==> src/rtl/axis_latency_monitor.sv <==
// AXI-Stream sink that checks packet framing and per-source sequence numbers.
// It also gathers per-source packet counts and min/max/sum latency statistics.
module axis_latency_monitor #(
   parameter int              TDATA_WIDTH = 32,
   parameter int              TDEST_WIDTH = 2,
   parameter int              TID_WIDTH   = 2,
   parameter int              COUNT_WIDTH = 16,
   parameter int              SUM_WIDTH   = 32,
   parameter int              TDEST       = 0,
   parameter logic [15:0]     STALL_SEED  = 16'hACE1,
   parameter bit              STALL_EN    = 1'b0
) (
   input  logic                                         clk,
   input  logic                                         rst_n,
   input  logic [TDATA_WIDTH/2-1:0]                     ticks,
   input  logic                                         clear,
   input  logic                                         axis_in_tvalid,
   output logic                                         axis_in_tready,
   input  logic [TDATA_WIDTH-1:0]                       axis_in_tdata,
   input  logic                                         axis_in_tlast,
   input  logic [TID_WIDTH-1:0]                         axis_in_tid,
   input  logic [TDEST_WIDTH-1:0]                       axis_in_tdest,
   output logic [2**TID_WIDTH-1:0][COUNT_WIDTH-1:0]     recv_packets,
   output logic [TDATA_WIDTH/2-1:0]                     lat_min,
   output logic [TDATA_WIDTH/2-1:0]                     lat_max,
   output logic [SUM_WIDTH-1:0]                         lat_sum,
   output logic                                         error,
   output logic [2:0]                                   error_code
);

   // state | meaning
   // IDLE  | waiting for the first beat of a packet
   // BODY  | mid-packet; tid and timestamp latched from the first beat
   // ERR   | protocol error seen; drain and discard until reset

   localparam int HW   = TDATA_WIDTH / 2;
   localparam int NSRC = 2**TID_WIDTH;

   typedef enum logic [1:0] {IDLE, BODY, ERR} state_t;

   state_t                 state, state_next;
   logic                   active;
   logic [15:0]            lfsr;
   logic [TID_WIDTH-1:0]   tid_q;
   logic [HW-1:0]          ts_q;
   logic [HW-1:0]          exp_seq [NSRC];

   logic                   accept, first, err_dest, err_tid, err_seq, any_err, complete;
   logic [2:0]             code_next;
   logic [TID_WIDTH-1:0]   cur_tid;
   logic [HW-1:0]          cur_ts, lat_next;

   logic                   comp_valid;
   logic [TID_WIDTH-1:0]   comp_tid;
   logic [HW-1:0]          comp_lat;
   logic [SUM_WIDTH:0]     sum_ext;

   // In ERR the upstream must be able to drain regardless of the stall pattern.
   assign axis_in_tready = active & ((state == ERR) | !STALL_EN | lfsr[0]);

   always_ff @(posedge clk) begin
      if (!rst_n) begin
         lfsr   <= STALL_SEED;
         active <= 1'b0;
      end else begin
         lfsr   <= {lfsr[0] ^ lfsr[2] ^ lfsr[3] ^ lfsr[5], lfsr[15:1]};
         active <= 1'b1;
      end
   end

   always_comb begin
      accept     = axis_in_tvalid & axis_in_tready;
      first      = (state == IDLE);
      cur_tid    = first ? axis_in_tid : tid_q;
      cur_ts     = first ? axis_in_tdata[TDATA_WIDTH-1:HW] : ts_q;
      lat_next   = ticks - cur_ts;
      err_dest   = accept && (state != ERR) && (axis_in_tdest != TDEST_WIDTH'(TDEST));
      err_tid    = accept && (state == BODY) && (axis_in_tid != tid_q);
      err_seq    = accept && first && (axis_in_tdata[HW-1:0] != exp_seq[axis_in_tid]);
      any_err    = err_dest | err_tid | err_seq;
      complete   = accept && (state != ERR) && axis_in_tlast && !any_err;
      code_next  = 3'd0;
      if (err_dest)     code_next = 3'd1;
      else if (err_tid) code_next = 3'd2;
      else if (err_seq) code_next = 3'd3;
      state_next = state;
      case (state)
         IDLE: begin
            if (any_err)                      state_next = ERR;
            else if (accept && !axis_in_tlast) state_next = BODY;
         end
         BODY: begin
            if (any_err)                      state_next = ERR;
            else if (accept && axis_in_tlast)  state_next = IDLE;
         end
         ERR:     state_next = ERR;
         default: state_next = IDLE;
      endcase
   end

   always_ff @(posedge clk) begin
      if (!rst_n) begin
         state      <= IDLE;
         tid_q      <= '0;
         ts_q       <= '0;
         comp_valid <= 1'b0;
         comp_tid   <= '0;
         comp_lat   <= '0;
         error      <= 1'b0;
         error_code <= 3'd0;
         for (int i = 0; i < NSRC; i++) exp_seq[i] <= '0;
      end else begin
         state <= state_next;
         if (first && accept && state_next == BODY) begin
            tid_q <= axis_in_tid;
            ts_q  <= axis_in_tdata[TDATA_WIDTH-1:HW];
         end
         if (complete) exp_seq[cur_tid] <= exp_seq[cur_tid] + 1'b1;
         // A clear coinciding with completion drops the packet from the stats.
         comp_valid <= complete & ~clear;
         comp_tid   <= cur_tid;
         comp_lat   <= lat_next;
         if (any_err && !error) begin
            error      <= 1'b1;
            error_code <= code_next;
         end
      end
   end

   assign sum_ext = {1'b0, lat_sum} + {{(SUM_WIDTH + 1 - HW){1'b0}}, comp_lat};

   always_ff @(posedge clk) begin
      if (!rst_n || clear) begin
         recv_packets <= '0;
         lat_min      <= '1;
         lat_max      <= '0;
         lat_sum      <= '0;
      end else if (comp_valid) begin
         if (recv_packets[comp_tid] != '1)
            recv_packets[comp_tid] <= recv_packets[comp_tid] + 1'b1;
         if (comp_lat < lat_min) lat_min <= comp_lat;
         if (comp_lat > lat_max) lat_max <= comp_lat;
         lat_sum <= sum_ext[SUM_WIDTH] ? '1 : sum_ext[SUM_WIDTH-1:0];
      end
   end

endmodule

==> config.mk <==
export PLATFORM = sky130hd
export DESIGN_NAME = axis_latency_monitor
export DESIGN_NICKNAME = d
export VERILOG_FILES = /design/src/rtl/axis_latency_monitor.sv
export SDC_FILE = /design/constraint.sdc
export NUM_CORES = 1
export LEC_CHECK = 0
export BUFFER_PORTS_ARGS = -buffer_cell sky130_fd_sc_hd__buf_2
export CAP_MARGIN = 30
export CORE_MARGIN = 4
export CORE_UTILIZATION = 36
export DETAILED_ROUTE_END_ITERATION = 8
export GPL_TIMING_DRIVEN = 1
export PLACE_DENSITY = 0.63
export SLEW_MARGIN = 20
export SYNTH_ARGS = -nofsm -noshare
export SYNTH_HDL_FRONTEND = slang
export SYNTH_SLANG_ARGS = --single-unit
==> constraint.sdc <==
create_clock -name clk -period 5.9 [get_ports clk]
set_clock_uncertainty 0.1 [all_clocks]
set_input_delay 0.295 -clock clk [delete_from_list [all_inputs] [get_ports clk]]
set_output_delay 0.295 -clock clk [all_outputs]
set_load 0.005 [all_outputs]
======== After elaboration in Yosys (flattened, before gate mapping) ========
Memory sizes are Yosys's and may differ from the RTL's.
Index checks and enable logic that the tools add are counted.
word-level totals
  input bits .............................. 57
  register bits ........................... 172
  memories ................................ 1
  bits in writable memories ............... 64
  output and inout port bits .............. 133
memories
  memory   words  width  read ports  clocked after memory_dff  wr ports  RTL line  text
  exp_seq  4      16     2           0                         4         46        logic [HW-1:0] exp_seq [NSRC];
operators by class
  reduce and logical (&&, ||, !) cells .... 24
  $add $sub $neg .......................... 4
  $lt $le $gt $ge ......................... 4
  mux-type cells .......................... 24
  bitwise operators ....................... 5
  equality and inequality tests ........... 7
operators by type and width
  cell                     count
  $bwmux W64               1
  $mux W16                 4
  $add A32 B16 Y33         1
  $add A16 B1 Y16 const B  2
  $bmux W16 S2             1
  $demux W16 S2            1
  $mux W32                 1
  $gt A16 B16 Y1           1
  $lt A16 B16 Y1           1
  $mux W2                  8
  $ne A16 B16 Y1           1
  $ne A16 B16 Y1 const B   1
  $reduce_or A16 Y1        1
  $sub A16 B16 Y16         1
  $logic_and A1 B1 Y1      13
  $mux W1                  6
  $pmux W2 S3              1
  $reduce_and A2 Y1        3
  $eq A2 B1 Y1 const B     2
  $logic_not A1 Y1         4
  $lt A2 B3 Y1 const B     1
  $mux W3                  1
  $and A1 B1 Y1            2
  $eq A2 B2 Y1 const B     1
  8 further kinds          9

======== Longest topological paths before layout ========
Gate-level depths: netlist (run 1).
  depth in word-level cells ............... 12
  depth in mapped cells ................... 14
  mapped depth without buffers ............ 12

======== Worst setup path before layout (run 1) ========
Ideal clock, no wire load.
  path type ............................... input port to flip-flop
  start point ............................. input port axis_in_tid[0]
  end point ............................... memory exp_seq[3][0] (netlist bit) (enable)
  arrival ................................. 3.900 ns
  data required time ...................... 5.365 ns
  slack ................................... 1.465 ns
  stages .................................. 8
  cells stage by stage .................... buf_4 > mux4_2 > xnor2_1 > nand4_1 > nor4_2 > nor2_1 > or3_1 > o41ai_1
RTL lines
  what                RTL line  text
  start: declaration  21        input logic [TID_WIDTH-1:0] axis_in_tid,
  end: declaration    46

==> results.cfg, run 1 <==
[status]
outcome = completed

[routing]
detail_route.first_pass.iterations = 6
drt_first_iter_violations = 639
route.detailed.drc = 0
final_antenna_net_count = 0
via_count = 10543
wire_length_reported_by_the_detailed_router_mm = 34.29
via_per_inst = 5.349
wl_per_cell_um = 17.40

[min_path]
worst_hold_startpoint = ticks[1]
whs_path_depth = 3
whs_endpoint = comp_lat[1]$_SDFF_PN0_
timing.hold.worst.class = primary input to flip-flop

[clock_network]
number_of_buffers_inserted_by_post_cts_setup_repair = 0
root_buffer_cell = sky130_fd_sc_hd__clkbuf_16
clock_insertion_delay_worst_skew_ns = 0.56
ctsHoldBuffers = 18
cts_tree = built
total_clock_buffers_created_by_cts = 29
htree_levels = 1
cts_num_sinks = 235
cts.clk_slew.worst_paths_ns = 0.06
post_cts_resized = 0
clk_path_buf_depth = 3

[timing]
slew_viol_final = 0
setup_viol = 0
max_slew.worst_pin.slew_ns = 0.8897
setup_total_negative_slack_ns = 0
final_cycle_utilization_of_the_critical_path_pct = 68.76
timing.final.hold_violations = 0
final.min_clock_period_ns = 4.057
rsz0062_at_grt = no
timing.fmax_mhz = 246.5
worst_slack_ns = 1.843
headroom_to_the_max_slew_limit_pct = 40.68

[pwr]
irDropWorstVdd_uv = 221.9
net-switching-power_mw = 1.062
p_comb_share_pct = 13.2
swShare_pct = 26.05
power.leakage_nw = 6.177
power.share.clock_pct = 43.5
powerDensity_nw_per_um2 = 267.8
pwr-share-seq_pct = 43.3
p_int_mw = 3.015

[yosys]
synth-seq-cells = 235
mappedNetlistNets = 1435
synth_seq_area_share_pct = 42.17
yosys-top-cells-area = sky130_fd_sc_hd__dfxtp_1 (27%), sky130_fd_sc_hd__edfxtp_1 (15%), sky130_fd_sc_hd__mux4_2 (8.2%)
synth_async_sr_flop_share_pct = 0
netlist.area_leader.share_pct = 27.01
synthFlopType = sky130_fd_sc_hd__dfxtp_1
synthesis.instances = 1312
netlist_area_um2 = 12680
synth.avg_cell_area_um2 = 9.662
synth_enable_flop_cells = 64
yosys_warnings = 0
synth.lib_cells_used.distinct = 63
synth_top_cell_by_area = sky130_fd_sc_hd__dfxtp_1

[setup_path]
crit_path_max_incr_delay_ns = 0.70
timing.critical_path.required_ns = 5.97
worst-endpoint-arrival_ns = 4.13
worst-r2r-setup-slack_ns = 1.84
reg2regPathDepth = 7
critical_path.cell_chain = mux4_2 -> xnor2_1 -> nand4_1 -> nor4_2 -> o21ai_2 -> or3_1 -> nand2_1
crit-reg2reg-launch = exp_seq[3][2]$_DFFE_PP_
timing.critical_path.to_type = flip-flop
worst-path-max-fanout = 19
timing.setup.critical_path_class = flip-flop to flip-flop
timing.critical_path.from_type = flip-flop
cpMaxStageDelayCell = sky130_fd_sc_hd__nand2_1
reg2reg_to = exp_seq[2][9]$_SDFFCE_PN0P_

[grt]
grt_first_pass_wirelength_mm = 54.48
grt_max_degree = 88
overflow = 0
grtUsageTotal_pct = 17.15
first_global_vias = 10051
antenna_found_initial = 0

[placement]
hpwl_mm = 24.79
total_of_buffers_placed_on_input_and_output_ports = 188
dpl_worst_slack_ns = 1.226
gp_congestion = 0.8417

[finish]
final_cell_mix = sky130_fd_sc_hd__buf_2 (188), sky130_fd_sc_hd__dfxtp_1 (171), sky130_fd_sc_hd__nor2_1 (142), sky130_fd_sc_hd__o21ai_0 (100), sky130_fd_sc_hd__nand2_1 (100)
design.final.nets = 1617
final.fill_count = 3297
final_layout_size_suffix_gt1_share_pct = 21.17
area.growth.synth_to_final_pct = 20.13
number_of_antenna_diodes = 0
most_common_cell_after_layout_fill_and_taps_aside = sky130_fd_sc_hd__buf_2

[floorplan]
initial_core_utilization_pct = 36.61
design.core.area_um2 = 34630
die_w_um = 195.6
fp-row-count = 68
i_o_pins = 190
height_of_the_die_um = 195.6
floorplan.die_area_um2 = 38280

[flow_run]
maxCapViolations = 0
cells by family after synthesis:
logic type | synth area share (%)
AOI/OAI and AO/OA | 13.12
xor gates and xnor gates | 5.044
adders and majority gates | 6.633
buffers and inverters | 4.185
DFF | 42.17
muxes | 11.97
other | 0.02958
and+or+nand+nor | 16.85
critical path: cells and delay by family, from the launching register on:
kind,cells,cell delay [ns]
mux,1,0.53
compound gates,1,0.36
flops,1,0.43
simple gates,4,2.07
xor+xnor,1,0.19
power groups by stage:
stage	Clock [mW]	Sequential, mW	Combinational, mW
after detailed placement	0	1.80	0.530
final	1.77	1.76	0.540
after global placement	0	1.80	0.515
after global routing	1.89	1.77	0.606
after CTS	1.83	1.76	0.543
after floorplan	0	1.76	0.407
worst max path at each step:
stage                                 start                           end  slack (ns)  cells after the start
finish              exp_seq[3][2]$_DFFE_PP_   exp_seq[2][9]$_SDFFCE_PN0P_        1.84                      7
detailed placement           axis_in_tid[0]  exp_seq[2][11]$_SDFFCE_PN0P_        1.23                      8
global route                 axis_in_tid[0]  exp_seq[2][12]$_SDFFCE_PN0P_        1.49                      8
floorplan                    axis_in_tid[0]       exp_seq[3][0]$_DFFE_PP_        1.46                      8
CTS                 exp_seq[3][2]$_DFFE_PP_  exp_seq[2][11]$_SDFFCE_PN0P_        1.78                      7
global placement             axis_in_tid[0]  exp_seq[2][11]$_SDFFCE_PN0P_        1.34                      8
registers in the layout, indices dropped and copies added, names as in the netlist, 16 cells and up:
| register | cells |
|---|---|
| exp_seq | 64 |
| recv_packets | 64 |
| lat_sum | 32 |
| comp_lat | 16 |
| lat_max | 16 |
| lat_min | 16 |
| ts_q | 16 |
stage by stage:
stage / util (%) / cell area (um^2) / total power [mW] / hold slack (ns) / std cells
2_1_floorplan: - / 12680 / 2.171 / 0.2227 / 1312
3_3_place_gp: 40.51 / 14030 / 2.314 / 0.3498 / 1895
3_5_place_dp: 40.63 / 14070 / 2.329 / 0.3606 / 1898
4_1_cts: 43.92 / 15210 / 4.132 / 0.04021 / 1969
5_1_grt: 43.97 / 15230 / 4.265 / 0.08578 / 1971
6_report: 43.97 / 15230 / 4.078 / 0.07062 / 1971
metal layers:
metal	routed length, um	GRT usage (%)	vias to the layer above
met3	2132	3.106	58
met4	863	4.810	0
li1	-	-	5169
met1	15950	24.26	4985
met5	0	0	-
met2	15340	27.06	331
cell usage after synthesis, drive strengths merged (3+ instances only):
master / count
and2: 21
o21ai: 103
o21bai: 4
o41ai: 3
nor4: 22
a21oi: 69
xnor2: 52
mux4: 46
inv: 50
and3: 7
a31oi: 6
o21a: 9
mux2i: 47
a21o: 11
nand4: 20
o211a: 5
nor3b: 4
a221oi: 5
and4: 7
nor4b: 4
edfxtp: 64
ha: 64
a211oi: 37
buf: 25
o211ai: 3
nand2b: 6
clkbuf: 50
xor2: 21
a2111oi: 3
dfxtp: 171
nand2: 101
nand3: 70
nor2b: 4
a311oi: 3
nor3: 15
o31ai: 4
nor2: 144
or3: 9
area by class of cell:
| type | count | area (um^2) | share of cell area [%] |
|---|---|---|---|
| multi-input combinational | 952 | 6872 | 45.13 |
| timing repair buffer | 226 | 1294 | 8.496 |
| inverter | 50 | 187.7 | 1.233 |
| sequential | 235 | 5345 | 35.10 |
| clock buffer | 42 | 848.3 | 5.571 |
| clock inverter | 11 | 111.4 | 0.7313 |
| tap | 455 | 569.3 | 3.739 |
No activity file was read; power rests on OpenSTA's default activity.
==> inputs of run 2 (changes only) <==
- ABC_AREA: default -> 1
- PLACE_DENSITY: 0.63 -> 0.62
- clock period: 5.9 -> 3.8 ns (I/O delays scaled with it)
==> results.cfg, run 2 <==
[timing]
setup_total_negative_slack_ns = 0
max_slew.worst_pin.slew_ns = 0.7673
setup_viol = 0
timing.fmax_mhz = 303.7
final.min_clock_period_ns = 3.293
timing.final.hold_violations = 0
final_cycle_utilization_of_the_critical_path_pct = 86.65
rsz0062_at_grt = no
slew_viol_final = 0
headroom_to_the_max_slew_limit_pct = 48.72
worst_slack_ns = 0.5072

[finish]
fin_util_pct = 43.07
most_common_cell_after_layout_fill_and_taps_aside = sky130_fd_sc_hd__nand2_1
area.growth.synth_to_final_pct = 18.28
final_design_area_no_fill_um2 = 16680
final_cell_mix = sky130_fd_sc_hd__nand2_1 (566), sky130_fd_sc_hd__nor2_1 (228), sky130_fd_sc_hd__inv_1 (219), sky130_fd_sc_hd__buf_2 (188), sky130_fd_sc_hd__dfxtp_1 (171)
design.final.nets = 2318
final.fill_count = 4001
number_of_antenna_diodes = 0
largestRegisters = exp_seq (64), recv_packets (64), lat_sum (32)
final_layout_size_suffix_gt1_share_pct = 15.26

[yosys]
synth_async_sr_flop_share_pct = 0
most_frequently_used_cell_type_in_the_post_synthesis_netlist = sky130_fd_sc_hd__nand2_1
synthFlopType = sky130_fd_sc_hd__dfxtp_1
synthesis.instances = 2002
yosys_warnings = 0
synth.avg_cell_area_um2 = 7.045
synth_top_cells_by_count = sky130_fd_sc_hd__nand2_1 (566), sky130_fd_sc_hd__nor2_1 (230), sky130_fd_sc_hd__inv_1 (219), sky130_fd_sc_hd__dfxtp_1 (171), sky130_fd_sc_hd__a21oi_1 (137)
netlist.area_leader.share_pct = 24.27
yosys-top-cells-area = sky130_fd_sc_hd__dfxtp_1 (24%), sky130_fd_sc_hd__nand2_1 (15%), sky130_fd_sc_hd__edfxtp_1 (14%)
synth_top_cell_by_area = sky130_fd_sc_hd__dfxtp_1
mappedNetlistNets = 2125
synth.lib_cells_used.distinct = 55
synth_enable_flop_cells = 64
synth_seq_area_share_pct = 37.90
synth-seq-cells = 235
netlist_area_um2 = 14100

[setup_path]
crit-reg2reg-launch = state[1]$_SDFF_PN0_
timing.critical_path.to_type = flip-flop
timing.setup.critical_path_class = flip-flop to flip-flop
cp.buffers_inverters = 1
cp_top_family = simple AND/OR/NAND/NOR gates
crit_path_max_incr_delay_ns = 0.47
cpMaxStageDelayCell = sky130_fd_sc_hd__dfxtp_1
critical_path.cell_chain = inv_2 -> nand2_4 -> nand2_2 -> nand2_4 -> or2_2 -> o211ai_1 -> nand2_2 -> ha_1 -> nand3_2 -> nor2_4 -> nand3_1 -> o21ai_0 -> nor2_1
setup.worst_path.start = state[1]$_SDFF_PN0_
timing.critical_path.from_type = flip-flop
worst-endpoint-arrival_ns = 3.47
timing.critical_path.required_ns = 3.98
worst-path-max-fanout = 35

[placement]
gp_congestion = 0.9032
placement.cell_area_um2 = 15430
total_of_buffers_placed_on_input_and_output_ports = 188
hpwl_mm = 31.71
dpl_worst_slack_ns = 0.3529

[clock_network]
clk_path_buf_depth = 3
cts_tree = built
htree_levels = 1
cts.clk_slew.worst_paths_ns = 0.06
post_cts_resized = 0
number_of_buffers_inserted_by_post_cts_setup_repair = 0
total_clock_buffers_created_by_cts = 27
root_buffer_cell = sky130_fd_sc_hd__clkbuf_16
cts_num_sinks = 235
clock_insertion_delay_worst_skew_ns = 0.56

[routing]
drt_first_iter_violations = 922
wl_per_cell_um = 15.72
wire_length_reported_by_the_detailed_router_mm = 42.97
final_antenna_net_count = 0
route.detailed.drc = 0
via_per_inst = 5.023
via_count = 13728
detail_route.first_pass.iterations = 5

[flow_run]
maxCapViolations = 0

[grt]
grt_first_pass_wirelength_mm = 67.74
first_global_vias = 12944
overflow = 0
grt_max_degree = 60
antenna_found_initial = 0
grtUsageTotal_pct = 19.51

[floorplan]
design.core.area_um2 = 38740
height_of_the_die_um = 205.9
floorplan.die_area_um2 = 42410
initial_core_utilization_pct = 36.41
fp-row-count = 72
die_w_um = 205.9
i_o_pins = 190

[pwr]
power.leakage_nw = 7.904
powerDensity_nw_per_um2 = 402.4
irDropWorstVdd_uv = 348.1

[min_path]
timing.hold.worst.class = primary input to flip-flop
worst_hold_startpoint = ticks[14]

[status]
outcome = completed
==> run 2: cell types whose count changed in the layout (fill, tap and decap cells not counted), moves of 21 or more <==
cell / delta
sky130_fd_sc_hd__a211oi_1: -33
sky130_fd_sc_hd__a21oi_1: +68
sky130_fd_sc_hd__inv_1: +169
sky130_fd_sc_hd__mux2i_1: -47
sky130_fd_sc_hd__mux4_2: -46
sky130_fd_sc_hd__nand2_1: +466
sky130_fd_sc_hd__nand3_1: +57
sky130_fd_sc_hd__nor2_1: +86
sky130_fd_sc_hd__nor3_1: +22
sky130_fd_sc_hd__o211ai_1: +21
sky130_fd_sc_hd__xnor2_1: -41
==> run 2: cell families after synthesis <==
logic type,count (synthesis),share of synthesized area [%]
AO/OA/AOI/OAI,299,11.84
XOR/XNOR,29,1.854
adder cells (fa/ha/maj),66,5.961
buffers and inverters,313,9.580
flip-flops,235,37.90
other,1,0.02659
AND/OR/NAND/NOR,1059,32.84
==> run 2: stage by stage <==
step                hold WS [ns]  power (mW)  instances
floorplan                 0.1177       3.667       2002
global placement          0.3286       3.961       2651
detailed placement        0.3385       3.994       2652
CTS                     0.009489       6.773       2733
global route             0.07177       7.039       2733
finish                   0.04342       6.714       2733
==> run 2: path summary, 6_finish.rpt <==
kind / end / slack (ns) / cells past startpoint
setup reg to reg: exp_seq[1][8]$_SDFFCE_PN0P_ / 0.51 / 13
hold / removal: comp_lat[14]$_SDFF_PN0_ / 0.04 / 5
hold reg to reg: error_code[0]$_SDFFE_PN0P_ / 0.37 / 2
setup / recovery: exp_seq[1][8]$_SDFFCE_PN0P_ / 0.51 / 13
==> run 2: area by class of cell <==
cell class,instances,area [um^2],share of cell area (%)
well taps,518,648.1,3.885
repair buffers,242,1446,8.670
flip-flops and latches,235,5345,32.04
inverters,235,888.4,5.325
clock buffers,33,748.2,4.485
clock inverters,16,188.9,1.132
multi-input cells,1454,7418,44.47
==> run 2: what timing repair did <==
action,CTS,global route
endpoints found under the setup margin,0,0
hold buffers,32,0
endpoints found under the hold margin,33,0
==> run 2: layer usage <==
layer	GRT usage [%]	vias to the layer above	share of wire (%)	routed length [um]
li1	-	6882	-	-
met1	25.59	6323	44	18990
met2	33.00	444	46	19930
met3	2.950	79	6.3	2692
met4	6.416	0	3.2	1364
met5	0	-	0	0
==> run 2: tightest hold or removal path: cells and delay by family <==
family          cells  cell delay, ns
simple gates        1            0.05
buf+inv             2            0.15
compound gates      1            0.12
fa+ha+maj           1            0.12
==> run 2: power breakdown <==
group | internal [mW] | switching, mW | leakage, nW
Sequential | 2.65 | 0.102 | 2.05
Combinational | 0.411 | 0.812 | 5.39
Clock | 1.66 | 1.07 | 0.461
Total | 4.73 | 1.99 | 7.90
==> inputs of run 3 (changes only) <==
--- a/config.mk
+++ b/config.mk
@@ -10,7 +10,9 @@
 export CAP_MARGIN = 30
+export CELL_PAD_IN_SITES_DETAIL_PLACEMENT = 1
+export CELL_PAD_IN_SITES_GLOBAL_PLACEMENT = 2
 export CORE_MARGIN = 4
-export CORE_UTILIZATION = 36
+export CORE_UTILIZATION = 33
 export DETAILED_ROUTE_END_ITERATION = 8
 export GPL_TIMING_DRIVEN = 1
-export PLACE_DENSITY = 0.62
+export PLACE_DENSITY = 0.89
 export SLEW_MARGIN = 20
==> constraint.sdc (replaced) <==
create_clock -name clk -period 3.8 [get_ports clk]
set_clock_uncertainty 0.1 [all_clocks]
set_input_delay 0.95 -clock clk [delete_from_list [all_inputs] [get_ports clk]]
set_output_delay 0.95 -clock clk [all_outputs]
set_load 0.005 [all_outputs]
==> results.cfg, run 3 (synthesis results as in run 2) <==
[status]
outcome = completed

[routing]
drt_first_iter_violations = 774
final_antenna_net_count = 0
wire_length_reported_by_the_detailed_router_mm = 48.46
detail_route.first_pass.iterations = 5
wl_per_cell_um = 17.67
route.detailed.drc = 0
via_count = 13858
via_per_inst = 5.052

[floorplan]
i_o_pins = 190
height_of_the_die_um = 214.7
initial_core_utilization_pct = 33.48
die_w_um = 214.7
floorplan.die_area_um2 = 46110
design.core.area_um2 = 42130
fp-row-count = 75

[timing]
final.min_clock_period_ns = 3.136
setup_total_negative_slack_ns = 0
final_cycle_utilization_of_the_critical_path_pct = 82.53
max_slew.worst_pin.slew_ns = 0.7076
headroom_to_the_max_slew_limit_pct = 52.82
setup_viol = 0
rsz0062_at_grt = no
whs_ns = 0.3823
timing.fmax_mhz = 318.9
slew_viol_final = 0
timing.final.hold_violations = 0

[pwr]
power.leakage_nw = 7.887
irDropWorstVdd_uv = 355.4
powerDensity_nw_per_um2 = 422.6
report.power.total_mw = 7.017

[setup_path]
timing.critical_path.to_type = flip-flop
timing.critical_path.from_type = primary input
timing.critical_path.required_ns = 3.93
worst-path-max-fanout = 16
timing.setup.critical_path_class = primary input to flip-flop
worst-endpoint-arrival_ns = 3.27

[finish]
final_cell_mix = sky130_fd_sc_hd__nand2_1 (566), sky130_fd_sc_hd__nor2_1 (228), sky130_fd_sc_hd__inv_1 (219), sky130_fd_sc_hd__buf_2 (188), sky130_fd_sc_hd__dfxtp_1 (171)
area.growth.synth_to_final_pct = 17.72
largestRegisters = exp_seq (64), recv_packets (64), lat_sum (32)
number_of_antenna_diodes = 0
design.final.nets = 2305
fin_util_pct = 39.41
most_common_cell_after_layout_fill_and_taps_aside = sky130_fd_sc_hd__nand2_1
final.fill_count = 5354
final_layout_size_suffix_gt1_share_pct = 16.29

[clock_network]
cts_num_sinks = 235
root_buffer_cell = sky130_fd_sc_hd__clkbuf_16
cts.clk_slew.worst_paths_ns = 0.06
clk_path_buf_depth = 3
htree_levels = 1
post_cts_resized = 0
number_of_buffers_inserted_by_post_cts_setup_repair = 0
total_clock_buffers_created_by_cts = 29
cts_tree = built
clock_insertion_delay_worst_skew_ns = 0.56
ctsHoldBuffers = 0

[grt]
grt_max_degree = 67
overflow = 0
first_global_vias = 14399
grt_first_pass_wirelength_mm = 77.54
grtUsageTotal_pct = 20.39
antenna_found_initial = 0

[min_path]
timing.hold.worst.class = flip-flop to flip-flop

[placement]
gp_congestion = 0.8768
hpwl_mm = 36.79
total_of_buffers_placed_on_input_and_output_ports = 188

[flow_run]
maxCapViolations = 0
[run 3: final cells by class]
type / count / area [um^2] / share of cell area, %
Tap cell: 539 / 674.4 / 4.061
Timing Repair Buffer: 227 / 1254 / 7.550
Clock buffer: 39 / 813.3 / 4.898
Inverter: 235 / 888.4 / 5.350
Multi-Input combinational cell: 1454 / 7418 / 44.68
Sequential cell: 235 / 5345 / 32.19
Clock inverter: 14 / 211.5 / 1.273
[run 3: worst max-delay path, stage by stage]
cell                       delay [ns]
sky130_fd_sc_hd__buf_2           0.14
sky130_fd_sc_hd__inv_1           0.21
sky130_fd_sc_hd__buf_4           0.20
sky130_fd_sc_hd__nand3_1         0.10
sky130_fd_sc_hd__nand3b_1        0.09
sky130_fd_sc_hd__nand2_1         0.05
sky130_fd_sc_hd__nor2_1          0.20
sky130_fd_sc_hd__nand2_1         0.08
sky130_fd_sc_hd__nor2_1          0.12
sky130_fd_sc_hd__nand2_1         0.15
sky130_fd_sc_hd__nand2_4         0.15
sky130_fd_sc_hd__nand3_1         0.14
sky130_fd_sc_hd__or2_2           0.32
sky130_fd_sc_hd__nand2_1         0.07
sky130_fd_sc_hd__buf_4           0.27
[run 3: metal layers]
layer,vias to the layer above,track usage (%),wire length [um]
met5,-,0,0
met4,0,5.900,1501
met3,82,2.669,1614
met2,232,35.88,23440
met1,6693,26.21,21900
li1,6851,-,-
[run 3: per-stage QoR]
stage	instances	worst slack (ns)	area, um^2
final	2743	0.6640	16600
after global routing	2743	0.3657	16600
after detailed placement	2690	0.1052	15580
after floorplan	2002	0.02630	14100
after global placement	2689	0.2828	15560
after CTS	2743	0.6326	16600
[run 3: worst paths after layout]
| check | cells past startpoint | slack, ns | from | end |
|---|---|---|---|---|
| setup / recovery | 15 | 0.66 | axis_in_tid[1] | exp_seq[2][8]$_SDFFCE_PN0P_ |
| hold / removal | 2 | 0.38 | recv_packets[8]$_SDFFE_PP0P_ | recv_packets[8]$_SDFFE_PP0P_ |
| setup reg to reg | 17 | 0.69 | comp_tid[1]$_SDFF_PN0_ | recv_packets[37]$_SDFFE_PP0P_ |
| hold reg to reg | 2 | 0.38 | recv_packets[8]$_SDFFE_PP0P_ | recv_packets[8]$_SDFFE_PP0P_ |
[run 3: report_power, final]
part           switching (mW)  leakage [nW]  total (mW)  internal, mW
combinational           0.858          5.34        1.27         0.410
sequential              0.114          2.05        2.77          2.65
clock                    1.14         0.499        2.98          1.84
